## src/rtl/mdu_iterative.sv

```systemverilog
// Iterative RV32M multiply/divide unit: shift-add multiply and restoring divide,
// UNROLL bits resolved per cycle, with busy/done handshake for the hazard unit.
module mdu_iterative #(
    parameter int XLEN   = 32,
    parameter int UNROLL = 1
) (
    input  logic            clk,
    input  logic            reset,
    input  logic            start,
    input  logic            flush,
    input  logic [2:0]      op,
    input  logic [XLEN-1:0] a,
    input  logic [XLEN-1:0] b,
    output logic            busy,
    output logic            done,
    output logic [XLEN-1:0] result
);

    localparam int N  = XLEN / UNROLL;
    localparam int CW = $clog2(N + 1);

    localparam logic [2:0] OP_MULH   = 3'b001;
    localparam logic [2:0] OP_MULHSU = 3'b010;
    localparam logic [2:0] OP_DIV    = 3'b100;
    localparam logic [2:0] OP_REM    = 3'b110;

    localparam logic [XLEN-1:0] MIN_NEG = {1'b1, {(XLEN-1){1'b0}}};

    typedef enum logic [1:0] {S_IDLE, S_CALC, S_FIX, S_DONE} state_t;

    state_t              r_state;
    logic [2:0]          r_op;
    logic                r_neg;
    logic                r_fast;
    logic [CW-1:0]       r_cnt;
    logic [XLEN-1:0]     r_hi;
    logic [XLEN-1:0]     r_lo;
    logic [XLEN-1:0]     r_m;
    logic [XLEN-1:0]     r_result;
    logic                r_busy;
    logic                r_done;

    logic                w_a_sgn;
    logic                w_b_sgn;
    logic [XLEN-1:0]     w_a_abs;
    logic [XLEN-1:0]     w_b_abs;
    logic                w_neg;
    logic                w_div0;
    logic                w_ovf;
    logic [XLEN-1:0]     w_fast_val;
    logic [2*XLEN-1:0]   w_step;
    logic [2*XLEN-1:0]   w_prod;
    logic [XLEN-1:0]     w_div_sel;
    logic [XLEN-1:0]     w_fix_res;

    // {hi,lo} holds running partial product in hi and the unconsumed multiplier in lo.
    function automatic logic [2*XLEN-1:0] mul_step(input logic [XLEN-1:0] hi,
                                                   input logic [XLEN-1:0] lo,
                                                   input logic [XLEN-1:0] m);
        logic [XLEN:0]   s;
        logic [XLEN-1:0] h;
        logic [XLEN-1:0] l;
        h = hi;
        l = lo;
        for (int i = 0; i < UNROLL; i++) begin
            s = {1'b0, h} + (l[0] ? {1'b0, m} : '0);
            l = {s[0], l[XLEN-1:1]};
            h = s[XLEN:1];
        end
        return {h, l};
    endfunction

    // hi is the partial remainder; lo shifts the dividend out and the quotient in.
    function automatic logic [2*XLEN-1:0] div_step(input logic [XLEN-1:0] hi,
                                                   input logic [XLEN-1:0] lo,
                                                   input logic [XLEN-1:0] m);
        logic [XLEN:0]   r;
        logic [XLEN-1:0] h;
        logic [XLEN-1:0] l;
        h = hi;
        l = lo;
        for (int i = 0; i < UNROLL; i++) begin
            r = {h, l[XLEN-1]};
            l = {l[XLEN-2:0], 1'b0};
            if (r >= {1'b0, m}) begin
                r    = r - {1'b0, m};
                l[0] = 1'b1;
            end
            h = r[XLEN-1:0];
        end
        return {h, l};
    endfunction

    always_comb begin
        w_a_sgn    = a[XLEN-1] & (op == OP_MULH || op == OP_MULHSU || op == OP_DIV || op == OP_REM);
        w_b_sgn    = b[XLEN-1] & (op == OP_MULH || op == OP_DIV || op == OP_REM);
        w_a_abs    = w_a_sgn ? -a : a;
        w_b_abs    = w_b_sgn ? -b : b;
        w_neg      = (op[2] & op[1]) ? w_a_sgn : (w_a_sgn ^ w_b_sgn);
        w_div0     = op[2] & (b == '0);
        w_ovf      = (op == OP_DIV || op == OP_REM) && (a == MIN_NEG) && (b == '1);
        w_fast_val = '0;
        if (w_div0)
            w_fast_val = op[1] ? a : '1;
        else if (w_ovf)
            w_fast_val = op[1] ? '0 : a;
    end

    always_comb begin
        w_step = r_op[2] ? div_step(r_hi, r_lo, r_m) : mul_step(r_hi, r_lo, r_m);
    end

    always_comb begin
        w_prod    = r_neg ? -{r_hi, r_lo} : {r_hi, r_lo};
        w_div_sel = r_op[1] ? r_hi : r_lo;
        if (r_neg)
            w_div_sel = -w_div_sel;
        if (r_fast)
            w_fix_res = r_lo;
        else if (r_op[2])
            w_fix_res = w_div_sel;
        else if (r_op[1:0] == 2'b00)
            w_fix_res = w_prod[XLEN-1:0];
        else
            w_fix_res = w_prod[2*XLEN-1:XLEN];
    end

    always_ff @(posedge clk or negedge reset) begin
        if (!reset) begin
            r_state  <= S_IDLE;
            r_op     <= '0;
            r_neg    <= 1'b0;
            r_fast   <= 1'b0;
            r_cnt    <= '0;
            r_hi     <= '0;
            r_lo     <= '0;
            r_m      <= '0;
            r_result <= '0;
            r_busy   <= 1'b0;
            r_done   <= 1'b0;
        end else begin
            r_done <= 1'b0;
            case (r_state)
                S_IDLE: begin
                    if (start && !flush) begin
                        r_op   <= op;
                        r_neg  <= w_neg;
                        r_hi   <= '0;
                        r_busy <= 1'b1;
                        if (w_div0 || w_ovf) begin
                            r_fast  <= 1'b1;
                            r_lo    <= w_fast_val;
                            r_m     <= '0;
                            r_cnt   <= '0;
                            r_state <= S_FIX;
                        end else begin
                            r_fast  <= 1'b0;
                            r_lo    <= op[2] ? w_a_abs : w_b_abs;
                            r_m     <= op[2] ? w_b_abs : w_a_abs;
                            r_cnt   <= CW'(N);
                            r_state <= S_CALC;
                        end
                    end
                end
                S_CALC: begin
                    if (flush) begin
                        r_busy  <= 1'b0;
                        r_state <= S_IDLE;
                    end else begin
                        {r_hi, r_lo} <= w_step;
                        r_cnt        <= r_cnt - CW'(1);
                        if (r_cnt == CW'(1))
                            r_state <= S_FIX;
                    end
                end
                S_FIX: begin
                    r_busy <= 1'b0;
                    if (flush) begin
                        r_state <= S_IDLE;
                    end else begin
                        r_result <= w_fix_res;
                        r_done   <= 1'b1;
                        r_state  <= S_DONE;
                    end
                end
                S_DONE: begin
                    r_state <= S_IDLE;
                end
                default: r_state <= S_IDLE;
            endcase
        end
    end

    assign busy   = r_busy;
    assign done   = r_done;
    assign result = r_result;

endmodule

```

## config.mk

```make
export PLATFORM = sky130hd
export DESIGN_NAME = mdu_iterative
export DESIGN_NICKNAME = d
export VERILOG_FILES = /design/src/rtl/mdu_iterative.sv
export SDC_FILE = /design/constraint.sdc
export NUM_CORES = 1
export LEC_CHECK = 0
export CORE_MARGIN = 3
export CORE_UTILIZATION = 35
export CTS_CLUSTER_SIZE = 28
export DETAILED_ROUTE_END_ITERATION = 10
export HOLD_SLACK_MARGIN = 0.06
export PLACE_DENSITY_LB_ADDON = 0.25
export SLEW_MARGIN = 20
export SYNTH_ARGS = -nofsm -noshare
export SYNTH_HDL_FRONTEND = slang
export SYNTH_SLANG_ARGS = --single-unit
export TNS_END_PERCENT = 5
```

## constraint.sdc

```tcl
create_clock -name clk -period 11.08 [get_ports clk]
set_input_delay 3.324 -clock clk [delete_from_list [all_inputs] [get_ports clk]]
set_output_delay 3.324 -clock clk [all_outputs]
set_load 0.02 [all_outputs]
```

==> results of run 1 <==
==> cell type report <==
class / instances / share of cell area (%)
multi-input cells: 1780 / 64.1
repair buffers: 127 / 6.77
clock inverters: 12 / 0.819
diodes: 3 / 0.0420
well taps: 592 / 4.14
inverters: 75 / 1.57
flip-flops and latches: 143 / 20.0
clock buffers: 20 / 2.55
==> metrics by stage <==
step | instance area (um2) | worst slack (ns) | util, % | hold slack [ns] | std cells
after floorplan | 15900 | 5.36 | - | 0.439 | 2161
after global placement | 17300 | 3.76 | 38.7 | 0.456 | 2717
after detailed placement | 17300 | 3.85 | 38.7 | 0.462 | 2717
after CTS | 17900 | 4.33 | 40.1 | 0.478 | 2749
after global routing | 17900 | 4.06 | 40.1 | 0.502 | 2750
final | 17900 | 4.25 | 40.1 | 0.472 | 2752
==> routing by layer <==
metal / global-route usage (%) / wire length, um
met5: 0 / 91
met1: 34.8 / 27900
met4: 13.4 / 3460
met2: 38.2 / 26800
met3: 5.93 / 4660
==> placed cells by master, fill, tap and decap left out, types with 21 or more instances in the layout <==
cell type,n
inv_1,73
buf_4,23
a211oi_1,26
xor2_1,85
a21oi_1,204
nor3_1,53
dfrtp_1,140
nand2_1,227
clkdlybuf4s50_1,102
xnor2_1,117
o31ai_1,39
nor2_1,177
nand3_1,63
a21o_1,31
mux2i_1,75
nand4_1,29
o21ai_1,48
ha_1,76
or3_1,27
o21ai_0,183
a31oi_1,21
==> power groups by stage <==
stage / registers (mW) / clock network (mW) / logic (mW)
finish: 1.25 / 0.624 / 3.81
global route: 1.28 / 0.651 / 4.21
CTS: 1.24 / 0.630 / 3.78
detailed placement: 1.25 / 0 / 3.76
global placement: 1.24 / 0 / 3.73
floorplan: 0.963 / 0 / 2.96
==> kinds of logic (layout without fill, tap and decap cells) <==
| kind of cell | Yosys count | in the layout |
|---|---|---|
| simple gates | 703 | 703 |
| xor+xnor | 202 | 202 |
| compound gates | 703 | 703 |
| other cells | 0 | 3 |
| fa+ha+maj | 78 | 78 |
| buf+inv | 238 | 234 |
| mux | 94 | 94 |
| flops | 143 | 143 |
==> worst max path at each step <==
| stage | start | end | slack, ns | cells past startpoint |
|---|---|---|---|---|
| after floorplan | b[14] | r_lo[17]$_DFFE_PN0P_ | 5.36 | 10 |
| after global placement | b[14] | r_lo[9]$_DFFE_PN0P_ | 3.76 | 9 |
| after detailed placement | b[14] | r_lo[9]$_DFFE_PN0P_ | 3.85 | 9 |
| after CTS | b[14] | r_lo[9]$_DFFE_PN0P_ | 4.33 | 9 |
| after global routing | b[14] | r_lo[9]$_DFFE_PN0P_ | 4.06 | 9 |
| final | b[14] | r_lo[9]$_DFFE_PN0P_ | 4.25 | 9 |
==> state kept, by name (all words and copies together) (netlist names), 2 cells and up <==
name and cells:
r_cnt 6, r_m 32, r_op 3, r_lo 32, r_state 2, r_hi 32
result 32
==> worst min-delay path: cells and delay by family, from the launching register on <==
family,cells,cell delay (ns)
DFF,1,0.34
and+or+nand+nor,2,0.10
==> run summary, run 1 <==
Highest fanout seen on the critical path = 16
Flops & latches, synth = 143
Hold-critical path endpoint = result[17]$_DFFE_PN0P_
Relative slew margins = 28.2%
Run status = finished, final reports clean
RSZ-0062 raised after global routing = false
Source of the worst hold timing path = result[17]$_DFFE_PN0P_
Complex-gate fraction of the synthesized area = 27.2%
Final layout net count = 2,293
Area of all sequential standard cells = 3580 um2
Crit Reg-Reg Startpoint = r_lo[0]$_DFFE_PN0P_
Count of cells resized by post-cts repair = 0
Worst setup path class = in2reg
Number of failing hold endpoints at the final stage = 0
Post-CTS repair timing setup buffer count = 0
Number of stages on the worst hold path = 2
Internal cell power = 2.68 mW
Final max-slew violation count = 0
HPWL reported at the end of detailed placement = 47,900 um
CTS clock-pin slew for the worst setup and hold paths = 0.07 ns
Number of antenna violations at the first check in global routing = 10
Number of distinct library cells after synthesis = 84
Proportion of synthesized flip-flops having asynchronous set or reset = 100%
Final Skew = 0.0154 ns
Net switching power figure = 3.01 mW
Data arrival time at the worst-slack endpoint = 7.18 ns
Total power divided by cell area = 318 nW/um2
Share of synthesized area spent on multiplexers = 6.10%
Area used by multi-input combinational logic = 11,500 um2
Largest net degree at the start of global routing = 96
Actual slew at the worst max-slew pin = 1.07 ns
Number of iterations in the first detailed-routing pass = 6
Number of enable-type register cells in the synthesized netlist = 0
# fillers = 4,633
Worst-skew pair later-pin latency = 0.46 ns
Maximum clock frequency = 146 MHz
Syn. warnings = 0
Wirelength per Cell = 22.9 um
Sort of element at the end of the critical path = flop
Root Buffer = clkbuf_16
Switching fraction of total power = 52.9%
Reg-to-reg critical path endpoint = r_hi[30]$_DFFE_PN0P_
Clock tree from TritonCTS = done
Net count after synthesis = 2,310
Cell-by-cell listing of the critical path = clkdlybuf4s50_1 -> or4_1 -> or4_1 -> nor3_1 -> nand2_1 -> nor2_1 -> nor2_2 -> a221o_1 -> a22o_1
Delay of the slowest cell on the worst path = 0.78 ns
Gate Count Post-Synth = 2,161
Post-synthesis sequential area ratio = 22.4%
Portion of total power attributed to combinational logic = 67.0%
Period utilisation layout = 61.6%
XOR/XNOR share of the synthesized area = 11.1%
Share of synthesized cell area in full adder, half adder and majority cells = 6.21%
Synth area leaders = dfrtp_1 (22%), xnor2_1 (6.4%), a21oi_1 (6.4%), ha_1 (6.0%), o21ai_0 (5.7%)
Dominant register cell in the synthesized netlist = dfrtp_1
Vias in the first global route = 15.6k
Total wire length = 62,900 um
Area growth from synthesis to layout = 12.1%
Part of the total power dissipated in sequential elements = 22.1%
Slowest stage cell, crit path = nor2_1
Average via count per standard cell = 6.00
Clock power frac = 11.0%
Buffering stage count on the worst path with inverters included = 1
Share of the synthesized area in the top cell type = 22.4%
Largest delay share family, worst path = simple AND/OR/NAND/NOR gates
Final Setup Violations = 0
Ranking of synthesized cells by instance count = nand2_1 (227), a21oi_1 (204), o21ai_0 (183)
Most frequent cell after synthesis = nand2_1
Drc violations = 0
Total overflow reported by the global router = 0
Die W = 219 um
Layout cells sized above 1 = 5.15%
# clock sinks = 143
Hold WC Path Type = reg2reg
Number of H-tree branching levels = 4
DIE HEIGHT = 219 um
Maximum buffer depth of the clock tree = 2
Min cycle time layout = 6.83 ns
IO Port Bufs = 104
Most used cell along the critical path = or4_1
Average cell area after synthesis = 7.38 um2
Rows = 77
Starting density of the core = 35.7%
Register-to-register setup slack = 6.70 ns
Library cell occupying the most area in the post-synthesis netlist = dfrtp_1
Area of the die = 48,200 um2
Worst R2R Path Depth = 13
Residual antenna-violating net count after detailed routing = 0
Total number of vias = 16.5k
Max-capacitance violation count = 0
Setup crit start kind = input port
Post-layout power = 5.69 mW
# IOs = 105
Routability congestion estimate from global placement = 0.946
Dominant combinational cell family by area after synthesis = compound AO/OA/AOI/OAI gates
Accumulated negative setup slack = 0 ns
VDD IR max = 0.148 mV
Required time reported for the critical path endpoint = 11.43 ns
Number of buffers inserted during clock tree synthesis = 17
Cell area after synthesis = 15,900 um2
Post-CTS Hold Fix Bufs = 0
Leak pwr = 7.02 nW
Synth Area in Simple Gates = 21.1%
Core outline area = 44,600 um2
Wire length of the first global-routing pass = 95,000 um
Total routing resource utilization after global routing = 25.8%
Number of design-rule violations left by the first detailed-router iteration = 1,487
(Power assumes the default switching activity.)
==> run 2, diff against run 1 <==
==> constraint.sdc (replaced) <==
create_clock -name clk -period 6.9 [get_ports clk]
set_input_delay 2.07 -clock clk [delete_from_list [all_inputs] [get_ports clk]]
set_output_delay 2.07 -clock clk [all_outputs]
set_load 0.02 [all_outputs]
==> run 2 against run 1 <==
Clock skew down 0.0046 ns. Sequential power up 65%. First-iteration DRC count up 15%. Critical path type unchanged. Final area about the same.
==> run summary, run 2 (synthesis gave the netlist of run 1 again) <==
Highest fanout seen on the critical path = 8
Cell-by-cell listing of the critical path = clkdlybuf4s50_1 -> or4_1 -> or4_1 -> nor3_1 -> nand2_1 -> o31ai_1 -> xor2_1 -> mux2i_1 -> a221oi_1 -> nor2_1
Final Setup Violations = 0
Worst-skew pair later-pin latency = 0.46 ns
# fillers = 4,635
Run status = finished, final reports clean
Total wire length = 62,600 um
Average via count per standard cell = 6.04
VDD IR max = 0.257 mV
HPWL reported at the end of detailed placement = 47,600 um
Number of H-tree branching levels = 4
Max-capacitance violation count = 0
Number of iterations in the first detailed-routing pass = 5
Most used cell along the critical path = or4_1
Total overflow reported by the global router = 0
# clock sinks = 143
Clock tree from TritonCTS = done
Root Buffer = clkbuf_16
Wirelength per Cell = 22.7 um
Worst R2R Path Depth = 13
Register-to-register setup slack = 2.54 ns
Slowest stage cell, crit path = clkdlybuf4s50_1
RSZ-0062 raised after global routing = false
Total number of vias = 16.6k
Final Skew = 0.0108 ns
Total routing resource utilization after global routing = 25.7%
Number of buffers inserted during clock tree synthesis = 17
Rows = 77
Worst setup path class = in2reg
Leak pwr = 7.02 nW
Core outline area = 44,600 um2
Vias in the first global route = 15.7k
Final max-slew violation count = 0
Required time reported for the critical path endpoint = 7.24 ns
Drc violations = 0
Actual slew at the worst max-slew pin = 0.997 ns
Maximum buffer depth of the clock tree = 2
Largest delay share family, worst path = simple AND/OR/NAND/NOR gates
Total power divided by cell area = 510 nW/um2
# IOs = 105
Post-CTS repair timing setup buffer count = 0
Area growth from synthesis to layout = 12.2%
Placed insts = 2,721
Layout cells sized above 1 = 5.37%
Final core area utilization = 40.1%
Number of stages on the worst hold path = 2
Residual antenna-violating net count after detailed routing = 0
Final layout net count = 2,297
IO Port Bufs = 104
Number of antenna violations at the first check in global routing = 4
Number of failing hold endpoints at the final stage = 0
Most common cell after layout, fill and taps aside = nand2_1
Largest net degree at the start of global routing = 100
Min cycle time layout = 4.99 ns
Setup crit start kind = input port
Hold WC Path Type = reg2reg
Sort of element at the end of the critical path = flop
Starting density of the core = 35.7%
Count of cells resized by post-cts repair = 0
Relative slew margins = 33.3%
Source of the worst hold timing path = result[14]$_DFFE_PN0P_
CTS clock-pin slew for the worst setup and hold paths = 0.07 ns
Final std cells w/o fill = 2,754
Reg-to-reg critical path endpoint = r_hi[30]$_DFFE_PN0P_
Maximum clock frequency = 200 MHz
Wire length of the first global-routing pass = 95,400 um
Post-CTS Hold Fix Bufs = 0
Commonest non-fill, non-tap cells in the layout = nand2_1 (227), a21oi_1 (204), o21ai_0 (183), nor2_1 (177), dfrtp_1 (140)
DIE HEIGHT = 219 um
Area of the die = 48,200 um2
Accumulated negative setup slack = 0 ns
Buffering stage count on the worst path with inverters included = 1
Data arrival time at the worst-slack endpoint = 5.33 ns
Number of design-rule violations left by the first detailed-router iteration = 1,709
Die W = 219 um
Routability congestion estimate from global placement = 0.985
Hold-critical path endpoint = result[14]$_DFFE_PN0P_
Delay of the slowest cell on the worst path = 0.57 ns
Period utilisation layout = 72.3%
Crit Reg-Reg Startpoint = r_lo[0]$_DFFE_PN0P_
run 2: changes by cell type in the layout (fill, tap and decap cells not counted), sizes merged:
cell / change
buf: +4
bufinv: -1
clkbuf: -3
clkinv: +1
clkinvlp: +2
diode: -2
inv: +1
run 2: final cells by class:
cell class                 instances  area [um2]  share of cell area [%]
tap                              592         741                    4.14
clock inverter                    15         154                   0.861
antenna                            1        2.50                  0.0140
timing repair buffer             131        1240                    6.93
clock buffer                      17         425                    2.38
inverter                          75         282                    1.57
multi-input combinational       1780       11500                    64.1
sequential                       143        3580                    20.0
run 2: worst reg2reg max path, delay by kind of cell, from the launching register on:
kind	cells	cell delay (ns)
buffers and inverters	1	0.50
DFF	1	0.52
AOI/OAI and AO/OA	8	2.25
xor gates and xnor gates	1	0.20
and+or+nand+nor	2	0.37
adders and majority gates	1	0.36
run 2: how the worst max path moves through the flow:
stage                     startpoint  depth (start not counted)                   end  slack (ns)
after floorplan                b[14]                         10  r_lo[17]$_DFFE_PN0P_        2.44
after global routing           b[14]                         10  r_lo[26]$_DFFE_PN0P_        1.67
final                          b[14]                         10  r_lo[26]$_DFFE_PN0P_        1.91
after CTS                      b[14]                         10  r_lo[26]$_DFFE_PN0P_        1.98
after global placement         b[14]                         10   r_lo[9]$_DFFE_PN0P_        1.45
after detailed placement       b[14]                         10  r_lo[26]$_DFFE_PN0P_        1.49
run 2: where the power goes:
group	total (mW)	internal (mW)	switching (mW)
registers	2.06	1.21	0.850
logic	6.11	2.53	3.58
clock network	0.958	0.508	0.450
total	9.12	4.25	4.88
run 2: per-stage QoR:
stage          hold WS, ns  power [mW]  cell area [um2]  worst slack, ns
5_1_grt              0.506        9.86            17900             1.67
6_report             0.482        9.12            17900             1.91
2_1_floorplan        0.439        6.30            15900             2.44
3_3_place_gp         0.455        7.98            17300             1.45
3_5_place_dp         0.471        8.06            17300             1.49
4_1_cts              0.487        9.05            17900             1.98
run 2: per-layer routing:
layer	GRT usage [%]	part of all wire [%]
met1	35.5	44
met5	0	0.054
met2	38.3	43
met3	5.64	8.7
met4	11.9	4.6
==> run 3, diff against run 2 <==
==> constraint.sdc (replaced) <==
create_clock -name clk -period 4.65 [get_ports clk]
set_input_delay 1.395 -clock clk [delete_from_list [all_inputs] [get_ports clk]]
set_output_delay 1.395 -clock clk [all_outputs]
set_load 0.02 [all_outputs]
==> run 3 against run 2 <==
Final area rose by 3.3%. Via count rose by 2.1%. Sequential cell count did not move. Non-clock buffer count increased by 80. Sequential power up 38%. Wire length is 2.3% higher. Global-route usage rose by 0.56 points. Critical endpoint is now r_lo[1]$_DFFE_PN0P_. Highest routed layer unchanged.
==> run summary, run 3 (synthesis gave the netlist of run 1 again) <==
Worst setup path class = in2reg
Area of the die = 48,200 um2
Root Buffer = clkbuf_16
Period utilisation layout = 90.0%
Number of stages on the worst hold path = 2
Run status = finished, final reports clean
Final std cells w/o fill = 2,833
Actual slew at the worst max-slew pin = 0.898 ns
IO Port Bufs = 104
Rows = 77
Register-to-register setup slack = 0.62 ns
Average via count per standard cell = 6.00
Final Skew = 0.0121 ns
Area growth from synthesis to layout = 15.9%
Delay of the slowest cell on the worst path = 0.67 ns
Starting density of the core = 35.7%
Number of H-tree branching levels = 4
Vias in the first global route = 16.1k
Maximum buffer depth of the clock tree = 2
HPWL reported at the end of detailed placement = 49,800 um
Drc violations = 0
Core outline area = 44,600 um2
Count of cells resized by post-cts repair = 0
Most heavily used metal layer in global routing = met2
Total wire length = 64,100 um
Sort of element at the end of the critical path = flop
Relative slew margins = 40.2%
Slowest stage cell, crit path = o21ai_2
Wire length of the first global-routing pass = 97,900 um
Source of the worst hold timing path = result[14]$_DFFE_PN0P_
Required time reported for the critical path endpoint = 4.96 ns
Number of antenna violations at the first check in global routing = 1
Setup crit start kind = input port
# fillers = 4,613
Commonest non-fill, non-tap cells in the layout = nand2_1 (227), a21oi_1 (204), o21ai_0 (183), nor2_1 (179), dfrtp_1 (140)
Clock tree from TritonCTS = done
Routability congestion estimate from global placement = 0.979
Antenna diode count = 0
Data arrival time at the worst-slack endpoint = 4.50 ns
Total number of vias = 17.0k
Global Route met1 Usage = 37.1%
Highest fanout seen on the critical path = 10
Total power divided by cell area = 746 nW/um2
Number of design-rule violations left by the first detailed-router iteration = 1,666
Final layout net count = 2,377
Post-CTS Hold Fix Bufs = 0
Number of buffers inserted during clock tree synthesis = 17
Number of iterations in the first detailed-routing pass = 6
# clock sinks = 143
Cell-by-cell listing of the critical path = clkdlybuf4s50_1 -> or4_1 -> nor4_2 -> nand2_1 -> nor4_2 -> nand2_1 -> o21ai_2 -> o311ai_1 -> o21ai_0 -> o21ai_1
VDD IR max = 0.328 mV
Global-route met2 utilization = 40.6%
Total routing resource utilization after global routing = 26.3%
Buffering stage count on the worst path with inverters included = 1
Total overflow reported by the global router = 0
DIE HEIGHT = 219 um
Layout cells sized above 1 = 8.66%
Max-capacitance violation count = 0
Post-CTS repair timing setup buffer count = 0
Most common cell after layout, fill and taps aside = nand2_1
RSZ-0062 raised after global routing = false
Residual antenna-violating net count after detailed routing = 0
Global-route track usage on met3 = 3.12%
Accumulated negative setup slack = 0 ns
Final Setup Violations = 0
Largest delay share family, worst path = simple AND/OR/NAND/NOR gates
Wirelength per Cell = 22.6 um
CTS clock-pin slew for the worst setup and hold paths = 0.07 ns
Largest net degree at the start of global routing = 88
Min cycle time layout = 4.19 ns
WP depth = 10
Die W = 219 um
Worst-skew pair later-pin latency = 0.46 ns
Hold WC Path Type = reg2reg
Worst R2R Path Depth = 15
Crit Reg-Reg Startpoint = r_lo[0]$_DFFE_PN0P_
Placed insts = 2,801
Leak pwr = 7.42 nW
Maximum clock frequency = 239 MHz
# IOs = 105
Number of failing hold endpoints at the final stage = 0
Worst Setup SP = a[17]
Final max-slew violation count = 0
[run 3: layout make-up]
| cell class | instances | area [um2] | area share (%) |
|---|---|---|---|
| clock buffers | 18 | 439 | 2.38 |
| multi-input cells | 1780 | 11400 | 61.9 |
| well taps | 592 | 741 | 4.01 |
| inverters | 75 | 282 | 1.52 |
| clock inverters | 14 | 145 | 0.785 |
| flip-flops and latches | 143 | 3580 | 19.4 |
| repair buffers | 211 | 1840 | 9.96 |
[run 3: layer usage]
metal | vias up | share of wire [%]
met5 | - | 0.016
met2 | 754 | 44
li1 | 7955 | -
met4 | 2 | 4.2
met1 | 8163 | 45
met3 | 112 | 7.4
[run 3: worst paths after layout]
path | endpoint
worst max-delay path | r_lo[1]$_DFFE_PN0P_
worst min-delay path | result[14]$_DFFE_PN0P_
worst max register to register | r_hi[31]$_DFFE_PN0P_
worst min register to register | result[14]$_DFFE_PN0P_
max in group asynchronous | r_state[1]$_DFFE_PN0P_
min in group asynchronous | r_hi[14]$_DFFE_PN0P_
[run 3: power breakdown]
| part | switching, mW | leakage, nW | internal, mW |
|---|---|---|---|
| registers | 1.04 | 1.72 | 1.80 |
| logic | 5.60 | 5.41 | 3.93 |
| clock network | 0.653 | 0.285 | 0.769 |
| total | 7.30 | 7.42 | 6.49 |
[run 3: per-stage QoR]
step                      area, um2  worst slack (ns)  total power [mW]  hold WS, ns  util (%)
after floorplan               15900             0.393              9.35        0.439         -
after CTS                     18500             0.477              13.7        0.479      41.4
after detailed placement      17900          -0.00740              12.2        0.463      40.1
after global placement        17900            0.0469              12.1        0.454      40.1
after global routing          18500             0.227              14.8        0.497      41.4
final                         18500             0.464              13.8        0.474      41.4
[run 3: worst min-delay path: stages, from the launching register on]
cell and delay (ns):
dfrtp_1 0.35, nand2_1 0.05, nand2_1 0.05
